==> config.mk <==
export PLATFORM = sky130hd
export DESIGN_NAME = mem_seq
export DESIGN_NICKNAME = d
export VERILOG_FILES = /design/src/rtl/mem_seq.sv
export SDC_FILE = /design/constraint.sdc
export NUM_CORES = 1
export LEC_CHECK = 0
export BUFFER_PORTS_ARGS = -buffer_cell sky130_fd_sc_hd__buf_2
export CAP_MARGIN = 15
export CELL_PAD_IN_SITES_DETAIL_PLACEMENT = 1
export CELL_PAD_IN_SITES_GLOBAL_PLACEMENT = 1
export CORE_MARGIN = 2
export CORE_UTILIZATION = 39
export DETAILED_ROUTE_END_ITERATION = 12
export PLACE_DENSITY_LB_ADDON = 0.1
export SETUP_SLACK_MARGIN = 0.02
export SLEW_MARGIN = 10
export SYNTH_ARGS = -nofsm -noshare
export SYNTH_HDL_FRONTEND = slang
export SYNTH_SLANG_ARGS = --single-unit
export TNS_END_PERCENT = 50
==> constraint.sdc <==
create_clock -name clk -period 1.89 [get_ports clk]
set_input_delay 0.378 -clock clk [delete_from_list [all_inputs] [get_ports clk]]
set_output_delay 0.378 -clock clk [all_outputs]
set_load 0.02 [all_outputs]
==> src/rtl/mem_seq.sv <==
// Memory-cycle sequencer in front of the 4Kx12 main RAM. It runs READ, WRITE,
// auto-index INDIRECT and ISZ cycles, with the increment done in hardware.
module mem_seq #(
    parameter int AW = 12,
    parameter int DW = 12
) (
    input  logic          clk,
    input  logic          rst_n,
    input  logic          req,
    input  logic [1:0]    op,
    input  logic [AW-1:0] addr,
    input  logic [DW-1:0] wdata,
    output logic          busy,
    output logic          done,
    output logic [DW-1:0] rdata,
    output logic          skip,
    output logic          ram_oe,
    output logic          ram_we,
    output logic [AW-1:0] ram_addr,
    output logic [DW-1:0] ram_dataI,
    input  logic [DW-1:0] ram_dataO,
    output logic [2:0]    dbg_state
);

    localparam logic [1:0] OP_READ  = 2'b00;
    localparam logic [1:0] OP_WRITE = 2'b01;
    localparam logic [1:0] OP_IND   = 2'b10;
    localparam logic [1:0] OP_ISZ   = 2'b11;

    typedef enum logic [2:0] {
        S_IDLE = 3'd0,
        S_RD   = 3'd1,
        S_WR   = 3'd2,
        S_WB   = 3'd3,
        S_DONE = 3'd4
    } state_t;

    state_t        r_state;
    logic [1:0]    r_op;
    logic [AW-1:0] r_addr;
    logic [DW-1:0] r_wdata;
    logic [DW-1:0] r_data;
    logic [DW-1:0] r_rdata;
    logic          r_skip;

    logic          w_auto;
    logic          w_rmw;
    logic [DW-1:0] w_inc;

    // Auto-index locations are 0o0010..0o0017: everything above bit 2 equals 1.
    assign w_auto = (r_addr[AW-1:3] == (AW-3)'(1));
    assign w_rmw  = (r_op == OP_ISZ) || ((r_op == OP_IND) && w_auto);
    assign w_inc  = ram_dataO + {{(DW-1){1'b0}}, 1'b1};

    always_ff @(posedge clk or negedge rst_n) begin
        if (!rst_n) begin
            r_state <= S_IDLE;
            r_op    <= OP_READ;
            r_addr  <= '0;
            r_wdata <= '0;
            r_data  <= '0;
            r_rdata <= '0;
            r_skip  <= 1'b0;
        end else begin
            case (r_state)
                S_IDLE: begin
                    if (req) begin
                        r_op    <= op;
                        r_addr  <= addr;
                        r_wdata <= wdata;
                        r_state <= (op == OP_WRITE) ? S_WR : S_RD;
                    end
                end
                S_RD: begin
                    if (w_rmw) begin
                        r_data  <= w_inc;
                        r_state <= S_WB;
                    end else begin
                        r_data  <= ram_dataO;
                        r_rdata <= ram_dataO;
                        r_skip  <= 1'b0;
                        r_state <= S_DONE;
                    end
                end
                S_WB: begin
                    // Result is published as the DONE state is entered so it
                    // holds steady until the next completion.
                    r_rdata <= r_data;
                    r_skip  <= (r_op == OP_ISZ) && (r_data == '0);
                    r_state <= S_DONE;
                end
                S_WR: begin
                    r_data  <= r_wdata;
                    r_rdata <= r_wdata;
                    r_skip  <= 1'b0;
                    r_state <= S_DONE;
                end
                S_DONE:  r_state <= S_IDLE;
                default: r_state <= S_IDLE;
            endcase
        end
    end

    // Strobes decode from the state register so async reset drops them at once.
    assign busy      = (r_state != S_IDLE);
    assign done      = (r_state == S_DONE);
    assign ram_oe    = (r_state == S_RD);
    assign ram_we    = (r_state == S_WR) || (r_state == S_WB);
    assign ram_addr  = r_addr;
    assign ram_dataI = (r_state == S_WB) ? r_data : r_wdata;
    assign rdata     = r_rdata;
    assign skip      = r_skip;
    assign dbg_state = r_state;

endmodule

# == Yosys cells after proc, flatten, opt, wreduce, memory -nomap -nowiden ==
# Cells that the tools add are included.
# word_totals
reg_bits,54
latchBits,0
ramBits,0
rom_bits,0
word_cells,41
n_memories,0
# classes
n_addsub,1
mul,0
div_mod_pow,0
order_cmp,0
n_eq_ne,10
shift,0
mux,11
n_bitwise,0
reduce_logical,12
# ops
operator,n
$mux 12,3
$pmux 12 s3,1
$pmux 12 s2,1
$add 12x1->12 const B,1
$logic_not 12->1,1
$eq 9x1->1 const B,1
$pmux 3 s3,1
$eq 3x2->1 const B,2
$mux 3,2
$reduce_bool 3->1,2
$eq 2x2->1 const B,2
$ne 2x2->1 const B,2
$reduce_and 2->1,2
$eq 3x1->1 const B,1
$eq 3x3->1 const B,1
$logic_not 3->1,1
$pmux 1 s3,1
$eq 2x1->1 const B,1
$logic_and 1x1->1,2
$logic_or 1x1->1,2
$mux 2,1
$reduce_bool 2->1,1
$reduce_or 2->1,1
$mux 1,1

# == Longest topological paths before layout ==
# logic_depth
ltp_word,5
ltp_mapped,8

# == Worst setup path after synthesis ==
# OpenSTA, ideal clock, no wires.
# synth_timing
kind,reg-to-output
startpoint,"register r_state[1], in the netlist dbg_state[1]"
endpoint,output ram_dataI[10]
arrival_ns,1.740
slack_ns,-0.228
stages_incl_launch_ff,8
path_cell_list,dfrtp_1 -> buf_2 -> nand2b_1 -> buf_2 -> inv_2 -> nand2_2 -> buf_4 -> o21ai_0
# synth_between
elab_chain_cells,2
# synth_rtl
item,line_no,text
from (decl),38,state_t r_state;
from (signal assigned),71,r_state <= (op == OP_WRITE) ? S_WR : S_RD;
$eq 3x2->1,110,assign ram_dataI = (r_state == S_WB) ? r_data : r_wdata;
$mux 12,110,
to (decl),20,"output logic [DW-1:0] ram_dataI,"
# No other way between the ends.

# == Final worst setup path ==
# layout_timing
startpoint,"register r_state[1], in the netlist dbg_state[1]"
endpoint,output ram_dataI[1]
# Same word-level chain as after synthesis.

==> impl_metrics.py <==
metrics = {
    "cts": {
        "numCtsBuffers": 5,
        "cts_tree": "done",
        "cts.clk_slew.worst_paths_ns": 0.11,
        "cts-root-buf": "clkbuf_8",
        "clk_latency_ns": 0.32,
        "cts_buffer_depth": 2,
        "cts_htree_levels": 2,
        "cts_num_sinks": 54,
    },
    "detailed_routing": {
        "drtAntennaViolNets": 0,
        "post-route-drc-count": 0,
        "drt-total-wl_um": 8612,
        "first_iter_violations": 92,
        "vias": 2611,
        "avgRoutedWirePerCell_um": 18.13,
        "drt-pass1-iter-count": 4,
        "viasPerCell": 5.497,
    },
    "synth": {
        "yosys.area.top_type_share_pct": 46.08,
        "yosysTopAreaCell": "dfrtp_1",
        "yosysWarnings": 0,
        "synth-seq-cells": 54,
        "yosys-top-cells-area": "dfrtp_1, mux2_2, mux2i_1, a21oi_1, nand2_1",
        "synth-seq-area-share_pct": 46.08,
        "synth.distinct_cells": 46,
        "synth_nets": 322,
        "synth_edf_count": 0,
        "async_flop_share_pct": 100.0,
        "synth.cell_area_sq_um": 2933,
        "syn_inst": 280,
        "synthFlopType": "dfrtp_1",
        "synth_area_per_cell_sq_um": 10.47,
    },
    "outcome": {
        "status": "finished with violations",
        "violations": "negative setup slack",
    },
    "worst_hold_path": {
        "whs_path_depth": 2,
        "hold_path_startpoint": "addr[9]",
        "hp-class": "input port to flip-flop",
    },
    "sta": {
        "final_max_slew_viol_count": 0,
        "whs_ns": 0.2835,
        "period_minus_slack_ns": 1.914,
        "max_clock_freq_mhz": 522.4,
        "min_period_over_period_pct": 101.3,
        "rsz0062_at_grt": "true",
        "fin_ws_ns": -0.02427,
        "hold_violations": 0,
        "setup_viol": 9,
        "tightest_slew_ns": 0.6710,
        "slew_headroom_pct": 55.10,
        "finClkSkew_ns": 0.006835,
    },
    "floorplanning": {
        "rows": 31,
        "die-area_sq_um": 8230,
        "pin_count": 85,
        "die_h_um": 90.72,
        "start_util_pct": 40.43,
        "core-area_sq_um": 7253,
        "die_width_um": 90.72,
    },
    "worst_setup_path": {
        "criticalPathCategory": "flip-flop to primary output",
        "cp.required_ns": 1.51,
        "worstSetupStartpointType": "flip-flop",
        "cp_max_fo": 7,
        "worstSetupStartpoint": "dbg_state[1]",
        "reg2reg_from": "dbg_state[0]",
        "cp-end-kind": "primary output",
        "r2r_cells": 5,
        "crit_arrival_ns": 1.54,
    },
    "placed_design": {
        "port_buffers": 84,
        "dp_hpwl_um": 6322,
        "placed_area_sq_um": 3496,
        "placedCellCount": 460,
        "place.gp.congestion": 0.8444,
    },
    "global_routing": {
        "grt_pass1_wl_um": 13990,
        "grt_use_total_pct": 21.66,
        "grt_max_degree": 34,
        "grt_overflow_total": 0,
        "antenna_found_initial": 0,
        "grt_pass1_vias": 2667,
    },
    "power": {
        "ir_worst_vdd_uv": 818.2,
        "total_power_mw": 6.751,
        "p_leak_nw": 1.732,
        "powerDensity_nw_per_um2": 1778,
    },
    "finish": {
        "num_antenna_cells": 0,
        "drive_above_1_share_pct": 43.35,
        "final_util_pct": 52.34,
        "final_cells": 475,
        "num-nets-final": 417,
        "design_area_sq_um": 3796,
        "area_delta_synth_final_pct": 29.44,
    },
    "job": {
        "cap_viol_max_count": 0,
    },
}
==> power breakdown <==
group	internal [mW]	total (mW)	switching, mW
Sequential	1.73	2.28	0.549
Clock	0.303	0.714	0.411
Combinational	1.71	3.76	2.05
Total	3.74	6.75	3.01
==> synth_stat cells (6+ instances only) <==
cell	count
xor2_1	7
nand3_1	6
o21ai_0	15
nand2_1	23
dfrtp_1	54
a22oi_1	8
mux2i_1	12
a22o_1	8
mux2_2	36
a21oi_1	19
o21ai_1	9
nor2_1	16
buf_2	9
inv_1	7
==> final timing paths <==
kind	end	slack, ns
max in group asynchronous	r_data[4]	0.88
worst min register to register	rdata[9]	0.48
worst max-delay path	ram_dataI[1]	-0.02
worst max register to register	r_data[1]	0.13
worst min-delay path	ram_addr[9]	0.28
min in group asynchronous	ram_addr[2]	0.50
==> area by class of cell <==
type                       count  area (sq um)
clock inverter                 2         17.52
multi-input combinational    202          1505
sequential                    54          1355
tap                           99         123.9
timing repair buffer         104         674.4
fill                         858          3457
clock buffer                   6         82.58
inverter                       8         37.54
==> per-stage QoR <==
stage	setup TNS, ns	worst slack, ns
detailed placement	0	0.03619
floorplan	-0.06043	-0.01148
CTS	-0.2161	-0.03740
finish	-0.1140	-0.02427
global route	-0.7179	-0.07283
global placement	0	0.06217
==> cells by family (layout without fill, tap and decap cells) <==
group,Yosys count,after routing,share of synthesized area [%]
DFF,54,54,46.08
buffers and inverters,25,120,5.119
adders and majority gates,1,1,0.4266
xor gates and xnor gates,8,8,2.389
muxes,48,48,17.92
AOI/OAI and AO/OA,73,73,16.08
and+or+nand+nor,71,72,11.99
==> per-layer routing <==
layer	vias to the layer above	routed length [um]	global-route usage (%)
met4	0	104	5.769
met1	1326	3744	28.35
met2	63	4443	37.19
li1	1213	-	-
met5	-	0	0
met3	9	319	3.506
==> worst max-delay path: stages, from the launching register on <==
cell and delay (ns):
dfrtp_2 0.45, nand2b_4 0.11, inv_8 0.05, nand2_8 0.11
mux2_2 0.34, buf_2 0.16
==> state kept, by name (all words and copies together), names as in the netlist <==
signal and cells:
dbg_state 3, r_data 12, r_op 2, r_wdata 12
ram_addr 12, rdata 12, skip 1
==> cell usage in the layout (no fill, tap or decap), types with 4 or more instances in the layout <==
cell / count
buf_6: 11
mux2_2: 34
a22o_1: 8
xor2_1: 7
nor4_1: 4
nand3_1: 6
inv_1: 6
buf_2: 75
a21oi_1: 19
nand4_1: 5
o21ai_1: 10
a22oi_1: 8
buf_4: 14
dfrtp_1: 51
o21ai_0: 13
mux2i_1: 12
nand2_1: 22
clkbuf_8: 6
nor2_1: 15
==> repair_timing <==
action	4_1_cts	5_1_grt
hold buffers	1	0
pin swaps	1	1
setup buffers	2	3
cloned	1	0
endpoints found under the hold margin	13	0
endpoints found under the setup margin	16	37
gates resized for setup	29	6
Power figures use the tool's default switching activity.
